===== src/rtl/ram_burst_control_pkg.sv =====
// ---------------------------------------------------------------------------
// ram_burst_control_pkg
// Shared types and default sizes for the cache-line <-> narrow block RAM
// burst controller.
//   ram_burst_state_t : controller FSM states
//   RAM_WORD_WIDTH    : default cache word width
//   RAM_HALF_WIDTH    : default block RAM data width
//   CACHE_LINE_WORDS  : default words per cache line
//   MAIN_RAM_DEPTH    : default RAM entries
//   burst_beats()     : number of RAM beats needed to move one line
// ---------------------------------------------------------------------------
package ram_burst_control_pkg;

  localparam int RAM_WORD_WIDTH   = 32;
  localparam int RAM_HALF_WIDTH   = 16;
  localparam int CACHE_LINE_WORDS = 4;
  localparam int MAIN_RAM_DEPTH   = 4096;

  typedef enum logic [2:0] {
    IDLE,
    WRITE,
    READ,
    DRAIN,
    DONE
  } ram_burst_state_t;

  function automatic int burst_beats(input int line_words, input int word_width,
                                     input int ram_width);
    return line_words * (word_width / ram_width);
  endfunction

endpackage


===== src/rtl/ram_burst_control_addr_wrap_counter.sv =====
// ---------------------------------------------------------------------------
// ram_addr_wrap_counter
// Loadable RAM address counter that wraps modulo RAM_DEPTH. Wrap is done by
// compare-and-clear, so RAM_DEPTH does not have to be a power of two.
// Ports:
//   clk        : clock, rising edge
//   reset      : asynchronous active-high reset (counter -> 0)
//   load       : load load_addr as the current address
//   load_addr  : address loaded on load
//   inc        : advance to the next address (ignored when load is high)
//   next_addr  : address that follows the current one, already wrapped
// ---------------------------------------------------------------------------
module ram_addr_wrap_counter #(
  parameter int ADDR_WIDTH = 32,
  parameter int RAM_DEPTH  = 4096
) (
  input  logic                  clk,
  input  logic                  reset,
  input  logic                  load,
  input  logic [ADDR_WIDTH-1:0] load_addr,
  input  logic                  inc,
  output logic [ADDR_WIDTH-1:0] next_addr
);

  localparam logic [ADDR_WIDTH-1:0] LAST_ADDR = ADDR_WIDTH'(RAM_DEPTH - 1);

  logic [ADDR_WIDTH-1:0] addr_reg;

  assign next_addr = (addr_reg == LAST_ADDR) ? '0 : addr_reg + ADDR_WIDTH'(1);

  always_ff @(posedge clk or posedge reset) begin
    if (reset) begin
      addr_reg <= '0;
    end else if (load) begin
      addr_reg <= load_addr;
    end else if (inc) begin
      addr_reg <= next_addr;
    end
  end

endmodule


===== src/rtl/ram_burst_control.sv =====
// ---------------------------------------------------------------------------
// ram_burst_control
// Moves a cache line of LINE_WORDS x WORD_WIDTH bits to/from a synchronous
// block RAM RAM_WIDTH bits wide, one RAM beat per cycle. Beat k carries line
// bits [k*RAM_WIDTH +: RAM_WIDTH] at address (base + k) mod RAM_DEPTH.
// Writes win over reads when both are requested in IDLE.
// Ports:
//   clk, reset      : clock (rising edge), asynchronous active-high reset
//   wr_start        : writeback request (level, sampled in IDLE only)
//   rd_start        : line-fill request (level, sampled in IDLE only)
//   wr_addr_base    : first RAM address of the write (latched on accept)
//   rd_addr_base    : first RAM address of the read (latched on accept)
//   wr_line_in      : line to write, word 0 in the LSBs (latched on accept)
//   rd_line_out     : last completed read line, held until the next read
//   wr_done/rd_done : one-cycle completion pulses
//   busy            : burst in progress
//   ram_wr_en/ram_wr_addr/ram_wr_data : RAM write port
//   ram_rd_addr/ram_rd_data           : RAM read port, RD_LATENCY cycles
// ---------------------------------------------------------------------------
module ram_burst_control
  import ram_burst_control_pkg::*;
#(
  parameter int WORD_WIDTH = RAM_WORD_WIDTH,
  parameter int RAM_WIDTH  = RAM_HALF_WIDTH,
  parameter int LINE_WORDS = CACHE_LINE_WORDS,
  parameter int ADDR_WIDTH = 32,
  parameter int RAM_DEPTH  = MAIN_RAM_DEPTH,
  parameter int RD_LATENCY = 1
) (
  input  logic                             clk,
  input  logic                             reset,
  input  logic                             wr_start,
  input  logic                             rd_start,
  input  logic [ADDR_WIDTH-1:0]            wr_addr_base,
  input  logic [ADDR_WIDTH-1:0]            rd_addr_base,
  input  logic [LINE_WORDS*WORD_WIDTH-1:0] wr_line_in,
  output logic [LINE_WORDS*WORD_WIDTH-1:0] rd_line_out,
  output logic                             wr_done,
  output logic                             rd_done,
  output logic                             busy,
  output logic                             ram_wr_en,
  output logic [ADDR_WIDTH-1:0]            ram_wr_addr,
  output logic [RAM_WIDTH-1:0]             ram_wr_data,
  output logic [ADDR_WIDTH-1:0]            ram_rd_addr,
  input  logic [RAM_WIDTH-1:0]             ram_rd_data
);

  localparam int N_BEATS    = burst_beats(LINE_WORDS, WORD_WIDTH, RAM_WIDTH);
  localparam int LINE_BITS  = LINE_WORDS * WORD_WIDTH;
  localparam int BEAT_CNT_W = $clog2(N_BEATS + 1);
  localparam int LAT_CNT_W  = $clog2(RD_LATENCY + 1);

  localparam logic [BEAT_CNT_W-1:0] LAST_BEAT = BEAT_CNT_W'(N_BEATS - 1);
  localparam logic [LAT_CNT_W-1:0]  LAST_LAT  = LAT_CNT_W'(RD_LATENCY - 1);

  // Parameter sanity checks, evaluated at elaboration.
  if (WORD_WIDTH % RAM_WIDTH != 0) begin : g_chk_word_width
    $error("ram_burst_control: WORD_WIDTH must be a multiple of RAM_WIDTH");
  end
  if (longint'(RAM_DEPTH) > (longint'(1) << ADDR_WIDTH)) begin : g_chk_depth
    $error("ram_burst_control: RAM_DEPTH does not fit in ADDR_WIDTH");
  end
  if (RD_LATENCY < 1 || RD_LATENCY > 4) begin : g_chk_latency
    $error("ram_burst_control: RD_LATENCY must be 1..4");
  end
  if (N_BEATS < 2) begin : g_chk_beats
    $error("ram_burst_control: a burst needs at least two RAM beats");
  end

  ram_burst_state_t              state_reg;
  logic [BEAT_CNT_W-1:0]         beat_cnt_reg;
  logic [LAT_CNT_W-1:0]          lat_cnt_reg;
  logic [LINE_BITS-1:0]          wr_shift_reg;
  // Holds the N-1 most recent read beats; the newest beat enters at the top
  // so that after N captures beat 0 sits in the LSBs.
  logic [LINE_BITS-RAM_WIDTH-1:0] rd_shift_reg;
  logic [LINE_BITS-1:0]          rd_shift_next;
  // rd_pipe_reg[i] set means an address was presented i+1 cycles ago.
  logic [RD_LATENCY-1:0]         rd_pipe_reg;
  logic                          capture;

  logic                          addr_load;
  logic                          addr_inc;
  logic [ADDR_WIDTH-1:0]         addr_load_value;
  logic [ADDR_WIDTH-1:0]         addr_next;

  // -------------------------------------------------------------------------
  // Shared address counter: loaded with the accepted base in IDLE and
  // stepped once per beat in WRITE/READ. Its wrapped successor feeds whichever
  // RAM port is active; the ports themselves keep their last value when idle.
  // -------------------------------------------------------------------------
  always_comb begin
    addr_load       = 1'b0;
    addr_inc        = 1'b0;
    addr_load_value = rd_addr_base;
    case (state_reg)
      IDLE: begin
        addr_load       = wr_start | rd_start;
        addr_load_value = wr_start ? wr_addr_base : rd_addr_base;
      end
      WRITE, READ: begin
        addr_inc = (beat_cnt_reg != LAST_BEAT);
      end
      default: begin
      end
    endcase
  end

  ram_addr_wrap_counter #(
    .ADDR_WIDTH (ADDR_WIDTH),
    .RAM_DEPTH  (RAM_DEPTH)
  ) u_addr_counter (
    .clk       (clk),
    .reset     (reset),
    .load      (addr_load),
    .load_addr (addr_load_value),
    .inc       (addr_inc),
    .next_addr (addr_next)
  );

  // -------------------------------------------------------------------------
  // Read-data alignment: a beat's data is valid RD_LATENCY cycles after its
  // address was on ram_rd_addr, so the READ flag is delayed by that much.
  // -------------------------------------------------------------------------
  for (genvar gi = 0; gi < RD_LATENCY; gi++) begin : g_rd_pipe
    if (gi == 0) begin : g_first
      always_ff @(posedge clk or posedge reset) begin
        if (reset) begin
          rd_pipe_reg[gi] <= 1'b0;
        end else begin
          rd_pipe_reg[gi] <= (state_reg == READ);
        end
      end
    end else begin : g_rest
      always_ff @(posedge clk or posedge reset) begin
        if (reset) begin
          rd_pipe_reg[gi] <= 1'b0;
        end else begin
          rd_pipe_reg[gi] <= rd_pipe_reg[gi-1];
        end
      end
    end
  end

  assign capture       = rd_pipe_reg[RD_LATENCY-1];
  assign rd_shift_next = {ram_rd_data, rd_shift_reg};

  // -------------------------------------------------------------------------
  // Burst FSM with registered outputs.
  // -------------------------------------------------------------------------
  always_ff @(posedge clk or posedge reset) begin
    if (reset) begin
      state_reg    <= IDLE;
      beat_cnt_reg <= '0;
      lat_cnt_reg  <= '0;
      wr_shift_reg <= '0;
      rd_shift_reg <= '0;
      rd_line_out  <= '0;
      wr_done      <= 1'b0;
      rd_done      <= 1'b0;
      busy         <= 1'b0;
      ram_wr_en    <= 1'b0;
      ram_wr_addr  <= '0;
      ram_wr_data  <= '0;
      ram_rd_addr  <= '0;
    end else begin
      wr_done <= 1'b0;
      rd_done <= 1'b0;

      if (capture) begin
        rd_shift_reg <= rd_shift_next[LINE_BITS-1:RAM_WIDTH];
      end

      case (state_reg)
        IDLE: begin
          if (wr_start) begin
            // Beat 0 goes out straight from the input; the rest of the line
            // is kept in a shift register so later input changes are ignored.
            state_reg    <= WRITE;
            busy         <= 1'b1;
            beat_cnt_reg <= '0;
            ram_wr_en    <= 1'b1;
            ram_wr_addr  <= wr_addr_base;
            ram_wr_data  <= wr_line_in[RAM_WIDTH-1:0];
            wr_shift_reg <= wr_line_in >> RAM_WIDTH;
          end else if (rd_start) begin
            state_reg    <= READ;
            busy         <= 1'b1;
            beat_cnt_reg <= '0;
            ram_rd_addr  <= rd_addr_base;
          end
        end

        WRITE: begin
          if (beat_cnt_reg == LAST_BEAT) begin
            state_reg <= DONE;
            ram_wr_en <= 1'b0;
            busy      <= 1'b0;
            wr_done   <= 1'b1;
          end else begin
            beat_cnt_reg <= beat_cnt_reg + BEAT_CNT_W'(1);
            ram_wr_addr  <= addr_next;
            ram_wr_data  <= wr_shift_reg[RAM_WIDTH-1:0];
            wr_shift_reg <= wr_shift_reg >> RAM_WIDTH;
          end
        end

        READ: begin
          if (beat_cnt_reg == LAST_BEAT) begin
            state_reg   <= DRAIN;
            lat_cnt_reg <= '0;
          end else begin
            beat_cnt_reg <= beat_cnt_reg + BEAT_CNT_W'(1);
            ram_rd_addr  <= addr_next;
          end
        end

        DRAIN: begin
          // The last beat is captured on the same edge that leaves DRAIN, so
          // the completed line is taken from the shift input, not the register.
          if (lat_cnt_reg == LAST_LAT) begin
            state_reg   <= DONE;
            busy        <= 1'b0;
            rd_done     <= 1'b1;
            rd_line_out <= rd_shift_next;
          end else begin
            lat_cnt_reg <= lat_cnt_reg + LAT_CNT_W'(1);
          end
        end

        DONE: begin
          state_reg <= IDLE;
        end

        default: begin
          state_reg <= IDLE;
        end
      endcase
    end
  end

  // Base addresses must already be inside the RAM; only the increment wraps.
  always @(posedge clk) begin
    if (!reset && state_reg == IDLE) begin
      if (wr_start) begin
        assert (longint'(wr_addr_base) < longint'(RAM_DEPTH))
          else $error("ram_burst_control: wr_addr_base %0d >= RAM_DEPTH", wr_addr_base);
      end else if (rd_start) begin
        assert (longint'(rd_addr_base) < longint'(RAM_DEPTH))
          else $error("ram_burst_control: rd_addr_base %0d >= RAM_DEPTH", rd_addr_base);
      end
    end
  end

endmodule


===== config.mk =====
export PLATFORM = sky130hd
export DESIGN_NAME = ram_burst_control
export DESIGN_NICKNAME = d
export VERILOG_FILES = /design/src/rtl/ram_burst_control_pkg.sv /design/src/rtl/ram_burst_control_addr_wrap_counter.sv /design/src/rtl/ram_burst_control.sv
export SDC_FILE = /design/constraint.sdc
export NUM_CORES = 1
export LEC_CHECK = 0
export BUFFER_PORTS_ARGS = -buffer_cell sky130_fd_sc_hd__buf_2
export CORE_UTILIZATION = 50
export CTS_BUF_LIST = sky130_fd_sc_hd__clkbuf_4 sky130_fd_sc_hd__clkbuf_8
export CTS_CLUSTER_SIZE = 20
export DETAILED_ROUTE_END_ITERATION = 10
export GPL_ROUTABILITY_DRIVEN = 0
export PLACE_DENSITY_LB_ADDON = 0.1
export SYNTH_ARGS = -nofsm -noshare
export SYNTH_HDL_FRONTEND = slang
export SYNTH_HIERARCHICAL = 1
export SYNTH_SLANG_ARGS = --single-unit

===== constraint.sdc =====
create_clock -name clk -period 17.1 [get_ports clk]
set_clock_uncertainty 0.1 [all_clocks]
set_input_delay 1.71 -clock clk [delete_from_list [all_inputs] [get_ports clk]]
set_output_delay 1.71 -clock clk [all_outputs]
set_load 0.05 [all_outputs]

==> results.md <==
* # placed instances at 2,690
* TritonCTS buffer count at 80
* CTS sink cnt at 476
* CTS tree: yes
* Syn_area_per_cell at 11.24 µm²
* Largest net degree at the start of global routing at 185
* Comb pwr share at 0.415
* Avg WL per Cell at 18.59 µm
* Worst reg2reg path depth at 7
* Largest family of logic cells by synthesized area: multiplexers
* Worst R2R Setup Slack at 13.48 ns
* Crit path kind: in -> reg
* Core area at 40,830 µm²
* Hold WS at 0.3963 ns
* Post-cts gate resize count at 0
* Max VDD drop at 189.3 µV
* Area after DPL at 23,210 µm²
* Fin util at 0.6101
* Via count at 15,306
* Hold_buf cts at 0
* IO Pins at 424
* GRT Total Usage at 0.2506
* DIE HEIGHT at 205.6 µm
* Critical-path cell list: buf_2, nor2_1, a2111oi_4, buf_4, buf_4, nor2_1, a31oi_1
* Sw power at 2.119 mW
* CP Launch Type: input port
* Synth area leaders: dfrtp_1 57%, mux2_2 18%, nand2_1 6.2%, a31oi_1 4.5%, nor2_1 3.3%
* FF/Latch Area at 11,920 µm²
* Die X at 205.6 µm
* Post-route minimum period at 4.043 ns
* Slew margin rel. at 0.2911
* CTS max path bufs at 3
* Final period util at 0.2364
* Fin cells at 2,842
* Critical Path Slowest Stage Cell: buf_4
* Post-Synthesis Net Count at 2,058
* Starting density of the core at 0.5075
* Htree depth at 3
* Share of the synthesized area in the top cell type at 0.5748
* Pwr Density at 195.8 nW/µm²
* Critical Path Sink Type: flop
* Area leader, netlist: dfrtp_1
* Post-CTS setup buffers at 0
* Hold path depth at 1
* Internal Power at 2.759 mW
* Status: complete, no violations
* Fmax at 247.3 MHz
* R2R Path Start: beat_cnt_reg[0]$_DFFE_PP0P_
* Seq cells post-synth at 476
* CTS clk-pin slew, worst paths at 0.06 ns
* Post-detail-place hpwl at 35,640 µm
* Synth warn at 6
* Delay-heaviest family, CP: buffers and inverters
* First-pass DRT Iterations at 5
* PortBufs at 423
* Fill cells at 3,495
* Max incr delay on CP at 0.89 ns
* Number of enable flip-flop cells after synthesis at 0
* Library cells used by synthesis at 52
* Seq/Total Area, Yosys at 0.5748
* Total gr overflow at 0
* DRT Wirelength at 52,820 µm
* Final instance area at 24,910 µm²
* Asr flop ratio synth at 1.000
* Total die area at 42,260 µm²
* Mux contribution to synthesized area at 0.1831
* Vias per cell at 5.386
* Tightest Pin Transition at 1.063 ns
* CP bufs+invs at 3
* Post-Synth Adder-Cell Area at 0.001208
* Clock power share at 0.214
* Max Slew Vio Count at 0
* Setup tns final at 0 ns
* Max reg flops at 128
* Vias in the first global route at 15,092
* Root Driver: clkbuf_8
* Sequential Power Share at 0.371
* # Max-Cap Violations at 0
* R2R Path End: wr_shift_reg[18]$_DFFE_PP0P_
* Drt initial violations at 1,088
* Final Hold Vio Count at 0
* Area taken by multi-input logic gates at 8298 µm²
* Share of layout cells above drive strength 1 at 0.4106
* Clk_lat worst skew at 0.62 ns
* Routed Antenna Nets at 0
* First-pass GRT wire length at 82,250 µm
* Final setup vio count at 0
* End of the worst hold path: rd_line_out[39]$_DFFE_PP0P_
* Count leader, synth: dfrtp_1
* Top FF cell, synth: dfrtp_1
* Post-synthesis simple-gate area fraction at 0.1217
* Post-synth top cells: 476 x dfrtp_1, 340 x nand2_1, 337 x mux2_2
* Initial antenna violation count at 9
* Crit path DAT at 4.47 ns
* Post-Syn Instances at 1,844
* Post-synthesis compound-gate area fraction at 0.07077
* Layout Nets at 2,454
* Drt drc at 0
* Static leakage at 12.26 nW
* Synthesized cell area at 20,720 µm²
* Worst path required time at 17.53 ns
* Area grow syn2layout at 20.22%
* Hold Path Class: reg -> reg
* Switching share of power at 0.4344
* Hold path start: rd_line_out[39]$_DFFE_PP0P_
* RSZ-0062 raised after global routing: false
* Row cnt at 74
* Worst Path Max Fanout at 119
* Post-synthesis xor/xnor area fraction at 0.02071
layout by cell type (no fill, tap or decap), types with 3 or more instances in the layout:
cell	instances
buf_4	17
dfrtp_1	474
xor2_1	19
nor3_1	17
nor4_1	7
xnor2_1	30
clkbuf_8	98
diode_2	11
a21oi_1	4
or4_1	5
mux2_2	337
inv_1	13
buf_2	423
a2bb2oi_1	3
a22o_1	16
nand2_1	339
clkbuf_4	39
nand3_1	18
nor2_1	180
or3_1	3
and3_1	6
o21ai_0	32
nand4_1	14
a31oi_1	150
cell families after synthesis:
logic type      after synthesis
simple gates                613
buf+inv                     143
xor+xnor                     49
compound gates              224
fa+ha+maj                     2
flops                       476
mux                         337
cell type report:
type / instances / share of cell area
antenna: 11 / 0.001105
clock buffer: 137 / 0.06590
clock inverter: 4 / 0.001205
inverter: 16 / 0.002712
multi-input combinational: 1225 / 0.3331
sequential: 476 / 0.4784
tap: 532 / 0.02672
timing repair buffer: 441 / 0.09091
how the worst max path moves through the flow:
stage | start | endpoint | slack [ns] | cells past startpoint
2_1_floorplan | reset | beat_cnt_reg[0]$_DFFE_PP0P_ | 2.92 | 1
3_3_place_gp | reset | capture$_DFF_PP0_ | 12.54 | 4
3_5_place_dp | reset | capture$_DFF_PP0_ | 12.46 | 4
4_1_cts | wr_start | wr_shift_reg[18]$_DFFE_PP0P_ | 13.13 | 7
5_1_grt | reset | capture$_DFF_PP0_ | 12.74 | 4
6_report | wr_start | wr_shift_reg[18]$_DFFE_PP0P_ | 13.06 | 7
worst register-to-register path, cell delays in order, from the launching register on:
cell and delay (ns):
dfrtp_1 0.41, ha_1 0.25, and3b_1 0.26, a2111oi_4 0.39
buf_4 0.85, buf_4 0.94, nor2_1 0.17, a31oi_1 0.19
metal layers:
layer  track usage  share of wire  up-vias
met2        0.3932           0.47      458
met3       0.05258          0.064       78
li1              -              -     7216
met4       0.09577          0.021        2
met1        0.3411           0.45     7552
met5             0        0.00025        -
through the flow:
| stage | power, mW | worst slack (ns) |
|---|---|---|
| CTS | 4.927 | 13.13 |
| finish | 4.878 | 13.06 |
| detailed placement | 3.864 | 12.46 |
| global route | 5.193 | 12.74 |
| floorplan | 3.346 | 2.918 |
| global placement | 3.820 | 12.54 |
power by group through the flow:
stage                     combinational, mW  clock, mW  sequential [mW]
after floorplan                        1.02          0             2.33
after global placement                 2.01          0             1.81
after detailed placement               2.04          0             1.82
after CTS                              2.04       1.08             1.81
after global routing                   2.21       1.13             1.86
final                                  2.03       1.04             1.81
No activity file was read; power rests on OpenSTA's default activity.
